===== src/rtl/instr_encoder.sv =====
// Packs DP/MEM/BR field bundles into 32-bit words and writes them to a 64-word store.
// Latency: write one cycle after accept; stalls (in_ready=0) while writing or full. Branch support: INSTR_ENCODER_BRANCH_EN.
module instr_encoder (
  input  logic        clk,
  input  logic        reset,
  input  logic        clear,
  input  logic        in_valid,
  output logic        in_ready,
  input  logic [1:0]  cls,
  input  logic [3:0]  cond,
  input  logic [1:0]  dp_cmd,
  input  logic        set_flags,
  input  logic        imm_sel,
  input  logic        load,
  input  logic [3:0]  rn,
  input  logic [3:0]  rd,
  input  logic [23:0] operand,
  output logic        wr_en,
  output logic [5:0]  wr_addr,
  output logic [31:0] wr_data,
  output logic [6:0]  count,
  output logic        full,
  output logic        err_illegal
);

  typedef enum logic [1:0] {IDLE, WRITE, FULL_ST} state_t;

  state_t      state, state_nxt;
  logic        accept;
  logic        legal;
  logic [31:0] enc_word;
  logic [3:0]  cmd4;
  logic [11:0] src2;

`ifndef INSTR_ENCODER_BRANCH_EN
  logic unused_operand_hi;
  assign unused_operand_hi = ^operand[23:12];
`endif

  always_comb begin
    cmd4 = 4'b0000;
    case (dp_cmd)
      2'b00:   cmd4 = 4'b0100;
      2'b01:   cmd4 = 4'b0010;
      2'b10:   cmd4 = 4'b0000;
      default: cmd4 = 4'b1100;
    endcase
    src2 = imm_sel ? {4'h0, operand[7:0]} : {8'h00, operand[3:0]};
  end

  always_comb begin
    legal    = 1'b0;
    enc_word = 32'h0;
    case (cls)
      2'b00: begin
        legal    = 1'b1;
        enc_word = {cond, 2'b00, imm_sel, cmd4, set_flags, rn, rd, src2};
      end
      2'b01: begin
        legal    = 1'b1;
        // immediate offset, pre-index, add, word, no writeback
        enc_word = {cond, 2'b01, 1'b0, 1'b1, 1'b1, 1'b0, 1'b0, load, rn, rd, operand[11:0]};
      end
`ifdef INSTR_ENCODER_BRANCH_EN
      2'b10: begin
        legal    = 1'b1;
        enc_word = {cond, 2'b10, 2'b10, operand};
      end
`endif
      default: begin
        legal    = 1'b0;
        enc_word = 32'h0;
      end
    endcase
  end

  always_ff @(posedge clk or negedge reset) begin
    if (!reset) state <= IDLE;
    else        state <= state_nxt;
  end

  always_comb begin
    state_nxt = state;
    in_ready  = 1'b0;
    wr_en     = 1'b0;
    full      = 1'b0;
    case (state)
      IDLE: begin
        in_ready = 1'b1;
        if (!clear && in_valid && legal) state_nxt = WRITE;
      end
      WRITE: begin
        // clear in the write cycle kills the pending word
        wr_en = !clear;
        if (clear)              state_nxt = IDLE;
        else if (count == 7'd63) state_nxt = FULL_ST;
        else                    state_nxt = IDLE;
      end
      FULL_ST: begin
        full = 1'b1;
        if (clear) state_nxt = IDLE;
      end
      default: state_nxt = IDLE;
    endcase
  end

  assign accept  = in_valid && in_ready && !clear;
  assign wr_addr = count[5:0];

  always_ff @(posedge clk or negedge reset) begin
    if (!reset) begin
      count       <= 7'd0;
      wr_data     <= 32'h0;
      err_illegal <= 1'b0;
    end else begin
      if (clear)               count <= 7'd0;
      else if (state == WRITE) count <= count + 7'd1;

      if (accept && legal) wr_data <= enc_word;

      if (clear)                 err_illegal <= 1'b0;
      else if (accept && !legal) err_illegal <= 1'b1;
    end
  end

endmodule


===== config.mk =====
export PLATFORM = sky130hd
export DESIGN_NAME = instr_encoder
export DESIGN_NICKNAME = d
export VERILOG_FILES = /design/src/rtl/instr_encoder.sv
export SDC_FILE = /design/constraint.sdc
export NUM_CORES = 1
export LEC_CHECK = 0
export BUFFER_PORTS_ARGS = -buffer_cell sky130_fd_sc_hd__buf_2
export CAP_MARGIN = 20
export CORE_AREA = 2 2 58 115
export DETAILED_ROUTE_END_ITERATION = 12
export DIE_AREA = 0 0 60 117
export GPL_TIMING_DRIVEN = 0
export SLEW_MARGIN = 20
export SYNTH_ARGS = -nofsm -noshare
export SYNTH_HDL_FRONTEND = slang
export SYNTH_SLANG_ARGS = --single-unit
export TNS_END_PERCENT = 20

===== constraint.sdc =====
create_clock -name clk -period 1.68 [get_ports clk]
set_input_delay 0.168 -clock clk [delete_from_list [all_inputs] [get_ports clk]]
set_output_delay 0.168 -clock clk [all_outputs]
set_load 0.03 [all_outputs]

==> results.txt, run 1 <==
most common library cells after synthesis: 40 x sky130_fd_sc_hd__dfrtp_1, 20 x sky130_fd_sc_hd__mux2_2, 13 x sky130_fd_sc_hd__inv_1
met3 routed WL: 398 µm
Post-Syn Area: 0.001794 mm²
number of cells produced by synthesis: 150
number of global-route vias before repair: 1404
Total Die Area: 0.007020 mm²
overall power after layout: 2.909 mW
nature of the critical path startpoint: flop
non-filler cells, final: 325
required time of the worst setup path: 1.88 ns
Setup WS post-layout: 0.2157 ns
Final HPWL DP: 2905 µm
antenna violation net count after detailed routing: 0
Post-Layout Inst Area: 0.002466 mm²
Worst Setup Slack post-DPL: 0.2362 ns
sequential cell area fraction in the yosys report: 0.5579
number of buffer cells added on primary ports: 81
biggest area consumer among synthesized cells: sky130_fd_sc_hd__dfrtp_1
remaining global-route overflow: 0
wire length of the first global-routing pass: 6168 µm
Gates resized, CTS repair: 0
kind of critical path: reg -> reg
die width: 60 µm
worst hold margin: 0.01407 ns
net count of the finished layout: 289
area share of the largest cell type after synthesis: 0.5579
number of optimization iterations in the first detailed-route pass: 4
Post-Route WL: 3794 µm
Max Fanout on Critical Path: 9
highest routing layer actually used: met4
peak clock frequency supported by timing: 682.9 MHz
Site Rows: 41
number of hold-repair buffers added at the cts stage: 0
CTS HTree Levels: 2
mean number of vias per cell: 4.329
setup repair after global routing missed its margin: false
total CTS buffers: 5
leakage dissipation: 1.365 nW
DRC viols: 0
relative area change from synthesis to final layout: 37.45%
kind of cell with the highest combined delay on the critical path: simple AND/OR/NAND/NOR gates
Antenna Cells: 0
via count: 1407
top-count cell post-synth: sky130_fd_sc_hd__dfrtp_1
total placed cells including tap cells: 318
relative max-transition margin: 0.4080
final slew viol count: 0
cells traversed along the worst timing path: nand2b_1 -> buf_6 -> or4_4 -> a21oi_2
filler cell count in the final layout: 608
fraction of registers with async set or reset after synthesis: 1.000
Fin Setup TNS: 0 ns
Synth Flop Type: sky130_fd_sc_hd__dfrtp_1
initial standard-cell utilization of the core: 0.2891
Setup-failing EPs final: 0
share of cells above drive strength 1: 0.5314
Worst Path Buf+Inv: 1
synthesis warning total: 0
Max IR drop VDD: 0.6186 mV
biggest area contributors in the synthesized netlist: sky130_fd_sc_hd__dfrtp_1 56%, sky130_fd_sc_hd__mux2_2 13%, sky130_fd_sc_hd__mux2i_1 6.7%
overall die height: 117 µm
area of all sequential standard cells: 0.001001 mm²
Synth cell types: 30
Worst Clk Skew: 0.003945 ns
routed length on met2: 1703 µm
cell area after placement: 0.002313 mm²
post-CTS setup buffers: 0
critical path arrival: 1.67 ns
max-cap viol count: 0
transition time of the tightest slew-check pin: 0.8879 ns
number of buffers on the longest clock path: 2
met1 layer wirelength in the final routing: 1654 µm
Critical Path Sink Type: flop
Final min period: 1.464 ns
Fin. Hold Viols: 0
area of the core: 0.006207 mm²
overall fraction of global-route tracks in use: 0.1135
Final Core Density: 0.3973
Slowest-stage cell, CP: sky130_fd_sc_hd__or4_4
power density normalized to cell area: 1180 mW/mm²
CTS Root Cell: sky130_fd_sc_hd__clkbuf_16
total area of multi-input combinational cells: 656.9 µm²
TritonCTS clock tree: built
portion of the clock cycle consumed by the worst path in the final layout: 0.8716
largest net degree at the start of global routing: 41
Iter 0 DRT Violations: 43
outcome: completed
clock transition at the register clock pins on the worst setup and hold paths after CTS: 0.06 ns
Post-synth EDFFs: 0
top-level I/O count: 96
Synth Area per Inst: 11.96 µm²
number of storage elements in the synthesis netlist: 40
Sink Count: 40
clock network latency to the later pin of the worst-skew pair: 0.27 ns
type of the most critical hold path: in -> async
RD Place Congestion: 0.7087
Largest stage delay, worst path: 0.52 ns
number of antenna violations at the first check in global routing: 0
Routed WL per cell: 11.67 µm
==> cells in the final DEF (no fill, tap or decap), types with 2 or more instances in the layout <==
cell type	n
sky130_fd_sc_hd__buf_2	84
sky130_fd_sc_hd__dfrtp_1	40
sky130_fd_sc_hd__mux2_2	20
sky130_fd_sc_hd__inv_1	13
sky130_fd_sc_hd__mux2i_1	12
sky130_fd_sc_hd__nor2_1	10
sky130_fd_sc_hd__nand2_1	10
sky130_fd_sc_hd__buf_4	8
sky130_fd_sc_hd__clkbuf_16	5
sky130_fd_sc_hd__a21oi_1	4
sky130_fd_sc_hd__nand3_1	3
sky130_fd_sc_hd__ha_1	3
sky130_fd_sc_hd__clkbuf_1	2
sky130_fd_sc_hd__nand2b_1	2
sky130_fd_sc_hd__xor2_1	2
sky130_fd_sc_hd__o31ai_1	2
sky130_fd_sc_hd__conb_1	2
sky130_fd_sc_hd__clkbuf_8	2
==> worst reg2reg max path, stage by stage, from the launching register on <==
cell                       delay, ns
sky130_fd_sc_hd__dfrtp_1        0.41
sky130_fd_sc_hd__nand2b_1       0.17
sky130_fd_sc_hd__buf_6          0.14
sky130_fd_sc_hd__or4_4          0.52
sky130_fd_sc_hd__a21oi_2        0.15
==> logic make-up (layout without fill, tap and decap cells) <==
family,count (synthesis),after routing,synth area share
buffers and inverters,27,115,0.07950
adders and majority gates,3,3,0.02092
xor gates and xnor gates,2,2,0.009765
other,1,2,0.002090
and+or+nand+nor,34,34,0.09624
AOI/OAI and AO/OA,11,11,0.04114
DFF,40,40,0.5579
muxes,32,32,0.1925
==> flip-flops by register name (all words and copies together), names as in the netlist <==
signal	count
wr_data	30
count	7
state	2
err_illegal	1
==> layout make-up <==
cell class | instances | area share
sequential | 40 | 0.4059
buffer | 14 | 0.03805
timing repair buffer | 81 | 0.1644
inverter | 13 | 0.01979
clock buffer | 7 | 0.06190
tap | 86 | 0.04363
multi-input combinational | 84 | 0.2664
==> path summary, 6_finish.rpt <==
path	start	to	slack, ns	cells past startpoint
max	state[1]	state[1]	0.22	4
min	reset	count[4]	0.01	1
max reg2reg	state[1]	state[1]	0.22	4
min reg2reg	wr_data[1]	wr_data[1]	0.50	1
max in group asynchronous	reset	wr_data[4]	1.11	1
min in group clk	rd[3]	wr_data[15]	0.12	2
==> per-layer routing <==
layer  up-vias  track usage
met5         -            0
met1       659       0.1351
li1        662            -
met2        79       0.1812
met3         7      0.05055
met4         0      0.03556
==> power breakdown <==
group / total (mW) / internal, mW / switching, mW
clock network: 0.960 / 0.622 / 0.338
registers: 1.19 / 1.12 / 0.0731
logic: 0.759 / 0.259 / 0.500
total: 2.91 / 2.00 / 0.911
No activity file was read; power rests on OpenSTA's default activity.
==> run 2, diff against run 1 <==
- ABC_AREA: default -> 1
- GPL_ROUTABILITY_DRIVEN: default -> 0
==> run 2 against run 1 <==
  * Critical path depth stayed put
  * Synthesized area is 0.70% higher
  * Combinational power is 20% lower
  * Clock power is 0.6% lower
  * Wire length is 5.6% higher
  * Register-to-register slack better by 0.21 ns
  * Core utilization is 0.12 points higher
  * Power is 6.9% lower
  * Clock-buffer cell count stayed put
  * Sequential power is 3% lower
  * Largest power group unchanged
  * Hold slack worse by 0.012 ns
==> results.txt, run 2 <==
Post-Syn Area: 0.001807 mm² (was 0.001794 mm²)
number of storage elements in the synthesis netlist: 40 (unchanged)
commonest cells after routing, fill and taps aside: 101 x sky130_fd_sc_hd__nand2_1, 84 x sky130_fd_sc_hd__buf_2, 40 x sky130_fd_sc_hd__dfrtp_1, 13 x sky130_fd_sc_hd__inv_1, 13 x sky130_fd_sc_hd__nor2_1 (was 84 x sky130_fd_sc_hd__buf_2, 40 x sky130_fd_sc_hd__dfrtp_1, 20 x sky130_fd_sc_hd__mux2_2, 13 x sky130_fd_sc_hd__inv_1, 12 x sky130_fd_sc_hd__mux2i_1)
fraction of registers with async set or reset after synthesis: 1.000 (unchanged)
initial standard-cell utilization of the core: 0.2911 (was 0.2891)
area share of and/or/nand/nor cells after synthesis: 0.3089 (was 0.09623)
mean number of vias per cell: 4.202 (was 4.329)
leakage dissipation: 1.438 nW (was 1.365 nW)
number of cells produced by synthesis: 216 (was 150)
non-filler cells, final: 392 (was 325)
area of the core: 0.006207 mm² (unchanged)
top-level I/O count: 96 (unchanged)
Final HPWL DP: 3037 µm (was 2905 µm)
share of cells above drive strength 1: 0.3529 (was 0.5314)
Final Core Density: 0.3985 (was 0.3973)
peak clock frequency supported by timing: 676.3 MHz (was 682.9 MHz)
leading cell type in the layout, fill and taps excluded: sky130_fd_sc_hd__nand2_1 (was sky130_fd_sc_hd__buf_2)
Sink Count: 40 (unchanged)
DRC viols: 0 (unchanged)
synthesis warning total: 0 (unchanged)
Post-synth EDFFs: 0 (unchanged)
outcome: completed (unchanged)
via count: 1647 (was 1407)
Gates resized, CTS repair: 0 (unchanged)
overall fraction of global-route tracks in use: 0.1201 (was 0.1135)
most common library cells after synthesis: 101 x sky130_fd_sc_hd__nand2_1, 40 x sky130_fd_sc_hd__dfrtp_1, 13 x sky130_fd_sc_hd__inv_1, 13 x sky130_fd_sc_hd__nor2_1, 10 x sky130_fd_sc_hd__nand3_1 (was 40 x sky130_fd_sc_hd__dfrtp_1, 20 x sky130_fd_sc_hd__mux2_2, 13 x sky130_fd_sc_hd__inv_1)
multiplexer share of the synthesized area: 0 (was 0.1925)
kind of critical path: reg -> out (was reg -> reg)
setup repair after global routing missed its margin: false (unchanged)
clock transition at the register clock pins on the worst setup and hold paths after CTS: 0.06 ns (about the same)
wire length of the first global-routing pass: 6582 µm (was 6168 µm)
max FFs per register: 30 (unchanged)
final slew viol count: 0 (unchanged)
Total Die Area: 0.007020 mm² (unchanged)
highest-utilization routing layer at the global route stage: met2 (unchanged)
global-route met2 utilization: 0.1884 (was 0.1812)
Routed WL per cell: 10.22 µm (was 11.67 µm)
worst hold margin: 0.002221 ns (was 0.01407 ns)
Reg with most FFs: wr_data (unchanged)
power density normalized to cell area: 1094 mW/mm² (was 1180 mW/mm²)
number of global-route vias before repair: 1479 (was 1404)
number of hold-repair buffers added at the cts stage: 0 (unchanged)
number of buffer cells added on primary ports: 81 (unchanged)
Largest regs: wr_data (30), count (7), state (2) (unchanged)
required time of the worst setup path: 1.51 ns (was 1.88 ns)
area of all sequential standard cells: 0.001001 mm² (unchanged)
number of optimization iterations in the first detailed-route pass: 4 (unchanged)
filler cell count in the final layout: 625 (was 608)
Fin Setup TNS: 0 ns (unchanged)
Synth cell types: 21 (was 30)
cell area after placement: 0.002323 mm² (was 0.002313 mm²)
transition time of the tightest slew-check pin: 0.8852 ns (was 0.8879 ns)
CTS HTree Levels: 2 (unchanged)
top-count cell post-synth: sky130_fd_sc_hd__nand2_1 (was sky130_fd_sc_hd__dfrtp_1)
Slowest-stage cell, CP: sky130_fd_sc_hd__dfrtp_1 (was sky130_fd_sc_hd__or4_4)
biggest area consumer among synthesized cells: sky130_fd_sc_hd__dfrtp_1 (unchanged)
type of the most critical hold path: in -> async (unchanged)
Synth Area per Inst: 8.365 µm² (was 11.96 µm²)
number of buffers on the longest clock path: 2 (unchanged)
total placed cells including tap cells: 384 (was 318)
cells traversed along the worst timing path: inv_1 -> nand2_2 -> nor2_2 -> buf_2 (was nand2b_1 -> buf_6 -> or4_4 -> a21oi_2)
Critical Path Sink Type: output pin (was flop)
adder and majority gate portion of the synthesized area: 0.02078 (was 0.02092)
met1 global-route usage: 0.1643 (was 0.1351)
Worst Clk Skew: 0.004757 ns (was 0.003945 ns)
share of the synthesized area in compound gates (AO/OA/AOI/OAI): 0.02770 (was 0.04114)
global routing usage on met3: 0.02857 (was 0.05055)
nature of the critical path startpoint: flop (unchanged)
main combinational cell family by area after synthesis: simple AND/OR/NAND/NOR gates (was multiplexers)
antenna violation net count after detailed routing: 0 (unchanged)
Largest stage delay, worst path: 0.42 ns (was 0.52 ns)
relative area change from synthesis to final layout: 36.91% (was 37.45%)
Iter 0 DRT Violations: 72 (was 43)
Max IR drop VDD: 0.5466 mV (was 0.6186 mV)
clock network latency to the later pin of the worst-skew pair: 0.28 ns (was 0.27 ns)
largest net degree at the start of global routing: 41 (unchanged)
relative max-transition margin: 0.4098 (was 0.4080)
Max Fanout on Critical Path: 7 (was 9)
Site Rows: 41 (unchanged)
total area of multi-input combinational cells: 653.1 µm² (was 656.9 µm²)
net count of the finished layout: 355 (was 289)
sequential cell area fraction in the yosys report: 0.5540 (was 0.5579)
area share of the largest cell type after synthesis: 0.5540 (was 0.5579)
biggest area contributors in the synthesized netlist: sky130_fd_sc_hd__dfrtp_1 55%, sky130_fd_sc_hd__nand2_1 21%, sky130_fd_sc_hd__buf_4 3.3% (was sky130_fd_sc_hd__dfrtp_1 56%, sky130_fd_sc_hd__mux2_2 13%, sky130_fd_sc_hd__mux2i_1 6.7%)
die width: 60 µm (unchanged)
Fin. Hold Viols: 0 (unchanged)
post-CTS setup buffers: 0 (unchanged)
Post-Route WL: 4007 µm (was 3794 µm)
CTS Root Cell: sky130_fd_sc_hd__clkbuf_16 (unchanged)
TritonCTS clock tree: built (unchanged)
Setup-failing EPs final: 0 (unchanged)
Post-Layout Inst Area: 0.002474 mm² (was 0.002466 mm²)
portion of the clock cycle consumed by the worst path in the final layout: 0.8802 (was 0.8716)
Final min period: 1.479 ns (was 1.464 ns)
total CTS buffers: 5 (unchanged)
Synth Area in XOR/XNOR: 0 (was 0.009763)
max-cap viol count: 0 (unchanged)
remaining global-route overflow: 0 (unchanged)
overall die height: 117 µm (unchanged)
Antenna Cells: 0 (unchanged)
critical path arrival: 1.31 ns (was 1.67 ns)
number of antenna violations at the first check in global routing: 0 (unchanged)
Synth Flop Type: sky130_fd_sc_hd__dfrtp_1 (unchanged)
## run 2: cell types whose count changed after synthesis, moves of 3 or more
cell | previous run | this run
sky130_fd_sc_hd__mux2_2 | 20 | 0
sky130_fd_sc_hd__o21ai_1 | 0 | 3
sky130_fd_sc_hd__nor2_2 | 0 | 3
sky130_fd_sc_hd__o21ai_0 | 1 | 5
sky130_fd_sc_hd__mux2i_1 | 12 | 0
sky130_fd_sc_hd__nand2_1 | 10 | 101
sky130_fd_sc_hd__nand4_1 | 0 | 3
sky130_fd_sc_hd__nand3_1 | 3 | 10
## run 2: final timing paths
kind	startpoint	end	slack [ns]	cells after the start
max in group asynchronous	reset	wr_data[13]	1.10	1
max	state[1]	wr_en	0.20	4
min reg2reg	wr_data[11]	wr_data[11]	0.47	2
min	reset	count[1]	0.002	1
max reg2reg	count[0]	count[6]	0.43	7
min in group clk	cond[1]	wr_data[29]	0.08	3
## run 2: critical path: cells and delay by family (launching register included)
| kind | cells | cell delay (ns) |
|---|---|---|
| DFF | 1 | 0.42 |
| buffers and inverters | 2 | 0.33 |
| and+or+nand+nor | 2 | 0.29 |
## run 2: per-stage QoR
step | power [mW] | setup WS, ns
2_1_floorplan | 1.553 | 0.3616
4_1_cts | 2.745 | 0.1935
3_3_place_gp | 1.768 | 0.4876
6_report | 2.707 | 0.2013
5_1_grt | 2.853 | 0.1093
3_5_place_dp | 1.776 | 0.4421
## run 2: cell families after synthesis
kind of cell,count (synthesis)
other,1
flip-flops,40
buffers and inverters,28
AND/OR/NAND/NOR,134
adder cells (fa/ha/maj),3
AO/OA/AOI/OAI,10
## run 2: final cells by class
type                            instances  share of cell area
Buffer                                 13             0.03945
Timing Repair Buffer                   81              0.1639
Clock inverter                          1            0.003035
Multi-Input combinational cell        149              0.2640
Tap cell                               86             0.04350
Inverter                               15             0.02377
Clock buffer                            7             0.05766
Sequential cell                        40              0.4047
## run 2: report_power, final
part	leakage (nW)	internal (mW)	switching, mW
combinational	0.847	0.181	0.425
clock	0.0701	0.591	0.363
sequential	0.521	1.08	0.0655
total	1.44	1.85	0.853
## run 2: layer usage
layer / part of all wire / vias up
met1: 0.46 / 739
li1: - / 832
met4: 0.0087 / 0
met5: 0 / -
met3: 0.086 / 2
met2: 0.44 / 74
